$ cat src/rtl/aibio_pvtmon_seq.sv
// ============================================================================
//  Module   : aibio_pvtmon_seq
//  Purpose  : Measurement sequencer for the PVT monitor ripple counter chain.
//             Clears the chain, gates the monitor oscillator into it for a
//             programmable window, lets the ripple settle, captures the count
//             and presents it over a valid/ack handshake.
//  Ports    : clk, rst          - reference clock, synchronous active-high reset
//             start, cont       - measurement request / continuous re-arm
//             win_len           - window length in clk cycles (0 acts as 1)
//             ctr_val           - asynchronous count from the counter chain
//             ack               - consumer accepts meas_data
//             ctr_rb, osc_en    - counter reset (active-low) / oscillator gate
//             busy              - sequencer not idle
//             meas_valid/data/sat - captured result and all-ones flag
//             thr_hi/lo, alarm_hi/lo - optional threshold compare
//  Options  : `define AIBIO_PVTMON_SEQ_ALARM_EN enables the threshold alarms;
//             otherwise the alarms are tied low and thresholds are unused.
//  Revision : 1.0 - initial release
// ============================================================================
`default_nettype none

module aibio_pvtmon_seq #(
    parameter int CNT_W      = 10,
    parameter int WIN_W      = 12,
    parameter int CLR_CYC    = 2,
    parameter int SETTLE_CYC = 4
) (
    input  logic             clk,
    input  logic             rst,
    input  logic             start,
    input  logic             cont,
    input  logic [WIN_W-1:0] win_len,
    input  logic [CNT_W-1:0] ctr_val,
    input  logic             ack,
    output logic             ctr_rb,
    output logic             osc_en,
    output logic             busy,
    output logic             meas_valid,
    output logic [CNT_W-1:0] meas_data,
    output logic             meas_sat,
    output logic             alarm_hi,
    output logic             alarm_lo,
    input  logic [CNT_W-1:0] thr_hi,
    input  logic [CNT_W-1:0] thr_lo
);

    // Timer width: wide enough for any window length and for the fixed
    // clear / settle intervals (the timer holds "cycles remaining - 1").
    localparam int c_CLR_W    = (CLR_CYC > 1)    ? $clog2(CLR_CYC)    : 1;
    localparam int c_SETTLE_W = (SETTLE_CYC > 1) ? $clog2(SETTLE_CYC) : 1;
    localparam int c_FIX_W    = (c_CLR_W > c_SETTLE_W) ? c_CLR_W : c_SETTLE_W;
    localparam int c_TMR_W    = (WIN_W > c_FIX_W) ? WIN_W : c_FIX_W;

    localparam logic [c_TMR_W-1:0] c_CLR_LOAD    = c_TMR_W'(CLR_CYC - 1);
    localparam logic [c_TMR_W-1:0] c_SETTLE_LOAD = c_TMR_W'(SETTLE_CYC - 1);

    localparam logic [2:0] c_IDLE    = 3'd0;
    localparam logic [2:0] c_CLR     = 3'd1;
    localparam logic [2:0] c_COUNT   = 3'd2;
    localparam logic [2:0] c_SETTLE  = 3'd3;
    localparam logic [2:0] c_CAPTURE = 3'd4;
    localparam logic [2:0] c_HOLD    = 3'd5;

    logic [2:0]         r_state;
    logic [2:0]         w_next_state;
    logic [c_TMR_W-1:0] r_tmr;
    logic [c_TMR_W-1:0] w_tmr_next;
    logic [WIN_W-1:0]   r_win;
    logic               w_win_load;
    logic [WIN_W-1:0]   w_win_m1;
    logic [c_TMR_W-1:0] w_count_load;

    logic               r_ctr_rb;
    logic               r_osc_en;
    logic               r_busy;
    logic               r_valid;
    logic [CNT_W-1:0]   r_data;
    logic               r_sat;

    // A zero window length is promoted to one cycle.
    assign w_win_m1     = (r_win == '0) ? '0 : (r_win - WIN_W'(1));
    assign w_count_load = c_TMR_W'(w_win_m1);

    // Next-state / timer logic. The timer is loaded on every entry into a
    // timed state and counts down to zero, so it never wraps.
    always_comb begin
        w_next_state = r_state;
        w_tmr_next   = r_tmr;
        w_win_load   = 1'b0;
        case (r_state)
            c_IDLE: begin
                if (start) begin
                    w_next_state = c_CLR;
                    w_tmr_next   = c_CLR_LOAD;
                    w_win_load   = 1'b1;
                end
            end
            c_CLR: begin
                if (r_tmr == '0) begin
                    w_next_state = c_COUNT;
                    w_tmr_next   = w_count_load;
                end else begin
                    w_tmr_next = r_tmr - c_TMR_W'(1);
                end
            end
            c_COUNT: begin
                if (r_tmr == '0) begin
                    w_next_state = c_SETTLE;
                    w_tmr_next   = c_SETTLE_LOAD;
                end else begin
                    w_tmr_next = r_tmr - c_TMR_W'(1);
                end
            end
            c_SETTLE: begin
                if (r_tmr == '0) begin
                    w_next_state = c_CAPTURE;
                    w_tmr_next   = '0;
                end else begin
                    w_tmr_next = r_tmr - c_TMR_W'(1);
                end
            end
            c_CAPTURE: begin
                w_next_state = c_HOLD;
            end
            c_HOLD: begin
                if (ack) begin
                    if (cont) begin
                        w_next_state = c_CLR;
                        w_tmr_next   = c_CLR_LOAD;
                        w_win_load   = 1'b1;
                    end else begin
                        w_next_state = c_IDLE;
                    end
                end
            end
            default: begin
                w_next_state = c_IDLE;
                w_tmr_next   = '0;
            end
        endcase
    end

    // Outputs are registered from the next state so that osc_en and ctr_rb
    // come straight off flops and can never glitch into the counter chain.
    always_ff @(posedge clk) begin
        if (rst) begin
            r_state  <= c_IDLE;
            r_tmr    <= '0;
            r_win    <= '0;
            r_ctr_rb <= 1'b0;
            r_osc_en <= 1'b0;
            r_busy   <= 1'b0;
            r_valid  <= 1'b0;
            r_data   <= '0;
            r_sat    <= 1'b0;
        end else begin
            r_state  <= w_next_state;
            r_tmr    <= w_tmr_next;
            if (w_win_load) begin
                r_win <= win_len;
            end
            r_ctr_rb <= (w_next_state == c_COUNT)   || (w_next_state == c_SETTLE) ||
                        (w_next_state == c_CAPTURE) || (w_next_state == c_HOLD);
            r_osc_en <= (w_next_state == c_COUNT);
            r_busy   <= (w_next_state != c_IDLE);
            r_valid  <= (w_next_state == c_HOLD);
            // The chain has been frozen for the whole settle interval, so
            // the asynchronous count is stable when sampled here.
            if (r_state == c_CAPTURE) begin
                r_data <= ctr_val;
                r_sat  <= &ctr_val;
            end
        end
    end

    assign ctr_rb     = r_ctr_rb;
    assign osc_en     = r_osc_en;
    assign busy       = r_busy;
    assign meas_valid = r_valid;
    assign meas_data  = r_data;
    assign meas_sat   = r_sat;

`ifdef AIBIO_PVTMON_SEQ_ALARM_EN
    logic r_alarm_hi;
    logic r_alarm_lo;

    always_ff @(posedge clk) begin
        if (rst) begin
            r_alarm_hi <= 1'b0;
            r_alarm_lo <= 1'b0;
        end else if (r_state == c_CAPTURE) begin
            r_alarm_hi <= (ctr_val > thr_hi);
            r_alarm_lo <= (ctr_val < thr_lo);
        end
    end

    assign alarm_hi = r_alarm_hi;
    assign alarm_lo = r_alarm_lo;
`else
    // Thresholds are deliberately left unloaded in this build.
    logic w_unused_thr;
    assign w_unused_thr = ^{thr_hi, thr_lo};
    assign alarm_hi     = 1'b0;
    assign alarm_lo     = 1'b0;
`endif

endmodule

`default_nettype wire

$ cat config.mk
export PLATFORM = sky130hd
export DESIGN_NAME = aibio_pvtmon_seq
export DESIGN_NICKNAME = d
export VERILOG_FILES = /design/src/rtl/aibio_pvtmon_seq.sv
export SDC_FILE = /design/constraint.sdc
export NUM_CORES = 1
export LEC_CHECK = 0
export ABC_AREA = 1
export BUFFER_PORTS_ARGS = -buffer_cell sky130_fd_sc_hd__buf_4
export CAP_MARGIN = 20
export CORE_ASPECT_RATIO = 0.8
export CORE_MARGIN = 3
export CORE_UTILIZATION = 47
export DETAILED_ROUTE_END_ITERATION = 7
export PLACE_DENSITY_LB_ADDON = 0.08
export SLEW_MARGIN = 20
export SYNTH_ARGS = -nofsm -noshare
export SYNTH_HDL_FRONTEND = slang
export SYNTH_SLANG_ARGS = --single-unit
$ cat constraint.sdc
create_clock -name clk -period 1.6 [get_ports clk]
set_input_delay 0.24 -clock clk [delete_from_list [all_inputs] [get_ports clk]]
set_output_delay 0.24 -clock clk [all_outputs]
set_load 0.01 [all_outputs]
==> impl_metrics.ini, run 1 <==
[detailed_routing]
dr_total_vias = 2275
final_antenna_net_count = 0
vias_per_cell = 4.83
firstDrtPassIters = 4
drt-initial-drc-count = 85
remaining_drc_errors = 0
routedWlPerCell_um = 11.7
wirelength_mm = 5.53

[logic_synthesis]
ys_top_cells_by_count = nand2_1 (62), inv_1 (49), nor2_1 (48)
yosysMostFrequentCell = nand2_1
syn_inst = 340
synth_flop_cell = dfxtp_1
synth_cell_type_count = 35
synth_seq_cells = 42
yosysSeqAreaShare_pct = 36.4
synth_area_per_cell_um2 = 6.80
synthTopCellsByArea = dfxtp_1 (36%), nand2_1 (10%), inv_1 (8.0%), nor2_1 (7.8%), o21ai_0 (5.6%)
netlist_area_um2 = 2310
synth_edf_count = 0
yosys.area.top_type = dfxtp_1
yosys_warnings = 0
async_flop_share_pct = 0
yosysTopAreaCellShare_pct = 36.4

[critical_path]
critPathArrivalTime_ns = 1.78
crit_end = busy$_SDFF_PP0_
r2r-start = r_tmr[0]$_SDFFE_PP0P_
required_ns = 1.79
crit_fanout = 5
crit_path_start = r_tmr[0]$_SDFFE_PP0P_
r2r_cells = 11
path_class = flip-flop to flip-flop
timing.rr.end = busy$_SDFF_PP0_
critPathCaptureType = flip-flop
r2r_slack_ns = 0.01
crit_path_start_kind = flip-flop

[power_and_ir_drop]
power.density_nw_per_um2 = 1950
power_mw = 5.95
ir_drop_v = 0.000885
power.leakage_nw = 1.45

[finish]
antenna_cells = 0
drive_gt1_share_pct = 30.2
final_cell_count_no_fill = 471
syn2layout_area_growth_pct = 31.9
fin_nets = 459

[placed_design]
hpwl_mm = 4.21
dp_worst_setup_slack_ns = -0.0441
io_buffers = 41
dp.cells = 458
routabilityCongestion = 0.865

[sta]
post-route-period-util_pct = 99.3
holdWs_ns = 0.166
setup_viol = 0
final.setup.worst_slack_ns = 0.0112
hold_violations = 0
skew_ns = 0.00310
fmax_ghz = 0.629
rsz0062_at_grt = yes
slew_violations = 0
min_period_ns = 1.59

[clock_network]
clk_pin_slew_ns = 0.08
clock_sinks = 42
hold_buffers = 0
cts_buffers = 5
cts_root_buf = clkbuf_8
clockBufferDepth = 2
cts_tree = built
clk_latency_ns = 0.30
htreeDepth = 2

[global_route]
antenna_found_initial = 0
grt_pass1_vias = 1997
grt_first_pass_wirelength_mm = 9.00
overflow = 0
grt_max_degree = 22
grt_usage_pct = 19.8

[run]
drv_cap = 0

[status]
status = finished, final reports clean

[die]
num_rows = 22
core_area_um2 = 4680
die_h_um = 68.7
die_x_um = 84.4
initial_utilization_pct = 49.4
io_pins = 64
die_area_um2 = 5800

[hold_path]
min-delay-path-class = input pin to flip-flop
hp-start = win_len[6]
==> worst max-delay path, cell delays in order (launching register included) <==
cell	delay, ns
dfxtp_2	0.33
inv_2	0.07
ha_4	0.14
nand3_4	0.07
nor2_4	0.14
nand2_4	0.09
buf_6	0.13
nand2_4	0.05
nand4_1	0.13
inv_1	0.08
nor2_1	0.05
or2_1	0.20
==> how the worst min path moves through the flow <==
stage                                       end  cells past startpoint  slack [ns]
after floorplan           r_win[6]$_SDFFE_PP0P_                      2        0.37
after global placement    meas_sat$_SDFFE_PP0N_                      2        0.45
after detailed placement  meas_sat$_SDFFE_PP0N_                      2        0.46
after CTS                 r_win[6]$_SDFFE_PP0P_                      3        0.16
after global routing      r_win[6]$_SDFFE_PP0P_                      3        0.16
final                     r_win[6]$_SDFFE_PP0P_                      3        0.17
==> through the flow <==
step	instance area [µm²]	util (%)	setup TNS (ns)
global route	3050	65.2	-0.232
global placement	2850	60.9	-0.0616
detailed placement	2850	60.9	-0.0911
finish	3050	65.2	0
floorplan	2330	-	0
CTS	2970	63.5	0
==> where the power goes <==
group          switching, mW  internal, mW  total (mW)
Sequential             0.171          1.30        1.47
Clock                  0.363         0.348       0.711
Combinational           2.06          1.71        3.77
Total                   2.59          3.35        5.95
==> registers in the layout, indices dropped and copies added (netlist names) <==
signal / count
r_tmr: 12
meas_data: 10
r_state: 3
meas_valid: 1
osc_en: 1
busy: 1
ctr_rb: 1
r_win: 12
meas_sat: 1
==> layer usage <==
layer | share of wire (%) | vias to the layer above | track usage [%]
met5 | 0 | - | 0
met4 | 1.9 | 0 | 7.71
met3 | 5.3 | 8 | 4.04
met2 | 44 | 45 | 31.6
met1 | 49 | 1012 | 26.8
li1 | - | 1210 | -
==> cell usage in the layout (no fill, tap or decap), types with 13 or more instances in the layout <==
master / count
nor2_1: 40
nand2_1: 58
dfxtp_1: 40
nand3_1: 15
a21oi_1: 21
o21ai_0: 25
inv_1: 44
buf_4: 69
xor2_1: 13
==> cell families after synthesis <==
group                    after synthesis  synth area share (%)
AND/OR/NAND/NOR                      152                  29.7
buffers and inverters                 67                  11.9
AO/OA/AOI/OAI                         61                  15.1
flip-flops                            42                  36.4
XOR/XNOR                              15                  5.68
adder cells (fa/ha/maj)                2                  1.08
other                                  1                 0.162
==> layout make-up <==
cell class | count | area [µm²]
Inverter | 56 | 214
Multi-Input combinational cell | 232 | 1270
Timing Repair inverter | 2 | 15.0
Tap cell | 60 | 75.1
Clock inverter | 1 | 5.00
Timing Repair Buffer | 71 | 541
Sequential cell | 42 | 843
Clock buffer | 7 | 86.3
Fill cell | 445 | 1630
==> timing repair <==
item,CTS,global route
pin swaps,3,8
buffers inserted,1,2
endpoints found under the setup margin,5,21
gates resized for setup,6,23
endpoints found under the hold margin,0,0
cloned,2,0
No activity file was read; power rests on OpenSTA's default activity.
==> run 2, diff against run 1 <==
Settings changed: GPL_TIMING_DRIVEN set to 0, MAX_ROUTING_LAYER set to met4.
==> impl_metrics.ini, run 2 (synthesis results as in run 1) <==
[status]
status = complete, but fails checks
violations = negative setup slack

[power_and_ir_drop]
power.density_nw_per_um2 = 1920
clkPwrFrac_pct = 11.5
combPwrFrac_pct = 62.4
p_sw_share_pct = 45.6
p_seq_share_pct = 26.1
p_int_mw = 3.10
switching_power_mw = 2.60
power.leakage_nw = 1.40
ir_drop_v = 0.00101
power_mw = 5.70

[detailed_routing]
routedWlPerCell_um = 12.1
drt-initial-drc-count = 123
remaining_drc_errors = 0
final_antenna_net_count = 0
firstDrtPassIters = 4
wirelength_mm = 5.57
dr_total_vias = 2200
vias_per_cell = 4.78

[critical_path]
path_class = flip-flop to flip-flop
crit_path_start_kind = flip-flop
critPathArrivalTime_ns = 1.83
crit_fanout = 9
critPathCaptureType = flip-flop
required_ns = 1.80

[clock_network]
cts_buffers = 5
clk_pin_slew_ns = 0.08
cts_tree = built
htreeDepth = 2
clk_latency_ns = 0.30
cts_root_buf = clkbuf_8
clock_sinks = 42
clockBufferDepth = 2
hold_buffers = 0

[placed_design]
hpwl_mm = 4.22
dp_worst_setup_slack_ns = -0.176
io_buffers = 41
routabilityCongestion = 0.909

[global_route]
grt_max_degree = 13
grt_pass1_vias = 1943
grt_first_pass_wirelength_mm = 9.11
grt_usage_pct = 20.7
overflow = 0
antenna_found_initial = 0

[finish]
antenna_cells = 0
drive_gt1_share_pct = 29.8
final_cell_mix = buf_4 (54), nand2_1 (53), inv_1 (44)
syn2layout_area_growth_pct = 28.4
post-route-util_pct = 63.4
layout_commonest_cell = buf_4
nFillCells = 449
seq_area_um2 = 848
multi_input_area_um2 = 1290
fin_nets = 449

[sta]
slew_violations = 0
holdWs_ns = 0.159
final.setup.worst_slack_ns = -0.0296
min_period_ns = 1.63
fmax_ghz = 0.614
rsz0062_at_grt = yes
fin_setup_tns_ns = -0.0296
setup_viol = 1
skew_ns = 0.00805
post-route-period-util_pct = 102
hold_violations = 0

[run]
drv_cap = 0

[die]
core_area_um2 = 4680
initial_utilization_pct = 49.4
die_h_um = 68.7
die_x_um = 84.4
num_rows = 22
io_pins = 64
die_area_um2 = 5800

[hold_path]
min-delay-path-class = input pin to flip-flop
[run 2: worst paths after layout]
kind | startpoint | to | slack, ns | cells after the start
max | r_tmr[0]$_SDFFE_PP0P_ | busy$_SDFF_PP0_ | -0.03 | 11
min | win_len[6] | r_win[6]$_SDFFE_PP0P_ | 0.16 | 3
max reg2reg | r_tmr[0]$_SDFFE_PP0P_ | busy$_SDFF_PP0_ | -0.03 | 11
min reg2reg | meas_sat$_SDFFE_PP0N_ | meas_sat$_SDFFE_PP0N_ | 0.47 | 2
[run 2: routing by layer]
metal / up-vias / GRT usage [%] / routed length, µm
met3: 4 / 5.34 / 243
met1: 966 / 28.6 / 2810
met2: 40 / 30.0 / 2460
met4: 0 / 5.93 / 50
met5: - / - / 0
li1: 1190 / - / -
[run 2: power by group through the flow]
stage	logic, mW	registers [mW]	clock network (mW)
finish	3.56	1.49	0.656
global route	3.94	1.52	0.707
CTS	3.19	1.48	0.668
detailed placement	3.01	1.50	0
global placement	2.97	1.49	0
floorplan	2.38	1.48	0
[run 2: area by class of cell]
type                            count  area share [%]
Buffer                             11            2.32
Clock buffer                        5            2.32
Clock inverter                      2           0.337
Inverter                           56            7.17
Multi-Input combinational cell    232            43.6
Sequential cell                    42            28.6
Tap cell                           60            2.53
Timing Repair Buffer               52            13.2
[run 2: through the flow]
step | cell area, µm² | cells
2_1_floorplan | 2330 | 341
3_3_place_gp | 2710 | 442
3_5_place_dp | 2710 | 442
4_1_cts | 2830 | 453
5_1_grt | 2970 | 460
6_report | 2970 | 460
[run 2: worst max-delay path, stage by stage, from the launching register on]
cell	delay, ns
dfxtp_2	0.35
inv_2	0.05
ha_4	0.17
nand3_4	0.10
nor2_4	0.04
nand2_2	0.09
buf_8	0.15
nor2_4	0.05
buf_4	0.13
nor2_4	0.11
a21oi_2	0.06
or2_1	0.22
[run 2: what timing repair did]
| action | in CTS | in global routing |
|---|---|---|
| setup buffers | 4 | 7 |
| pin swaps | 4 | 7 |
| endpoints found under the setup margin | 15 | 26 |
| resized for setup | 8 | 29 |
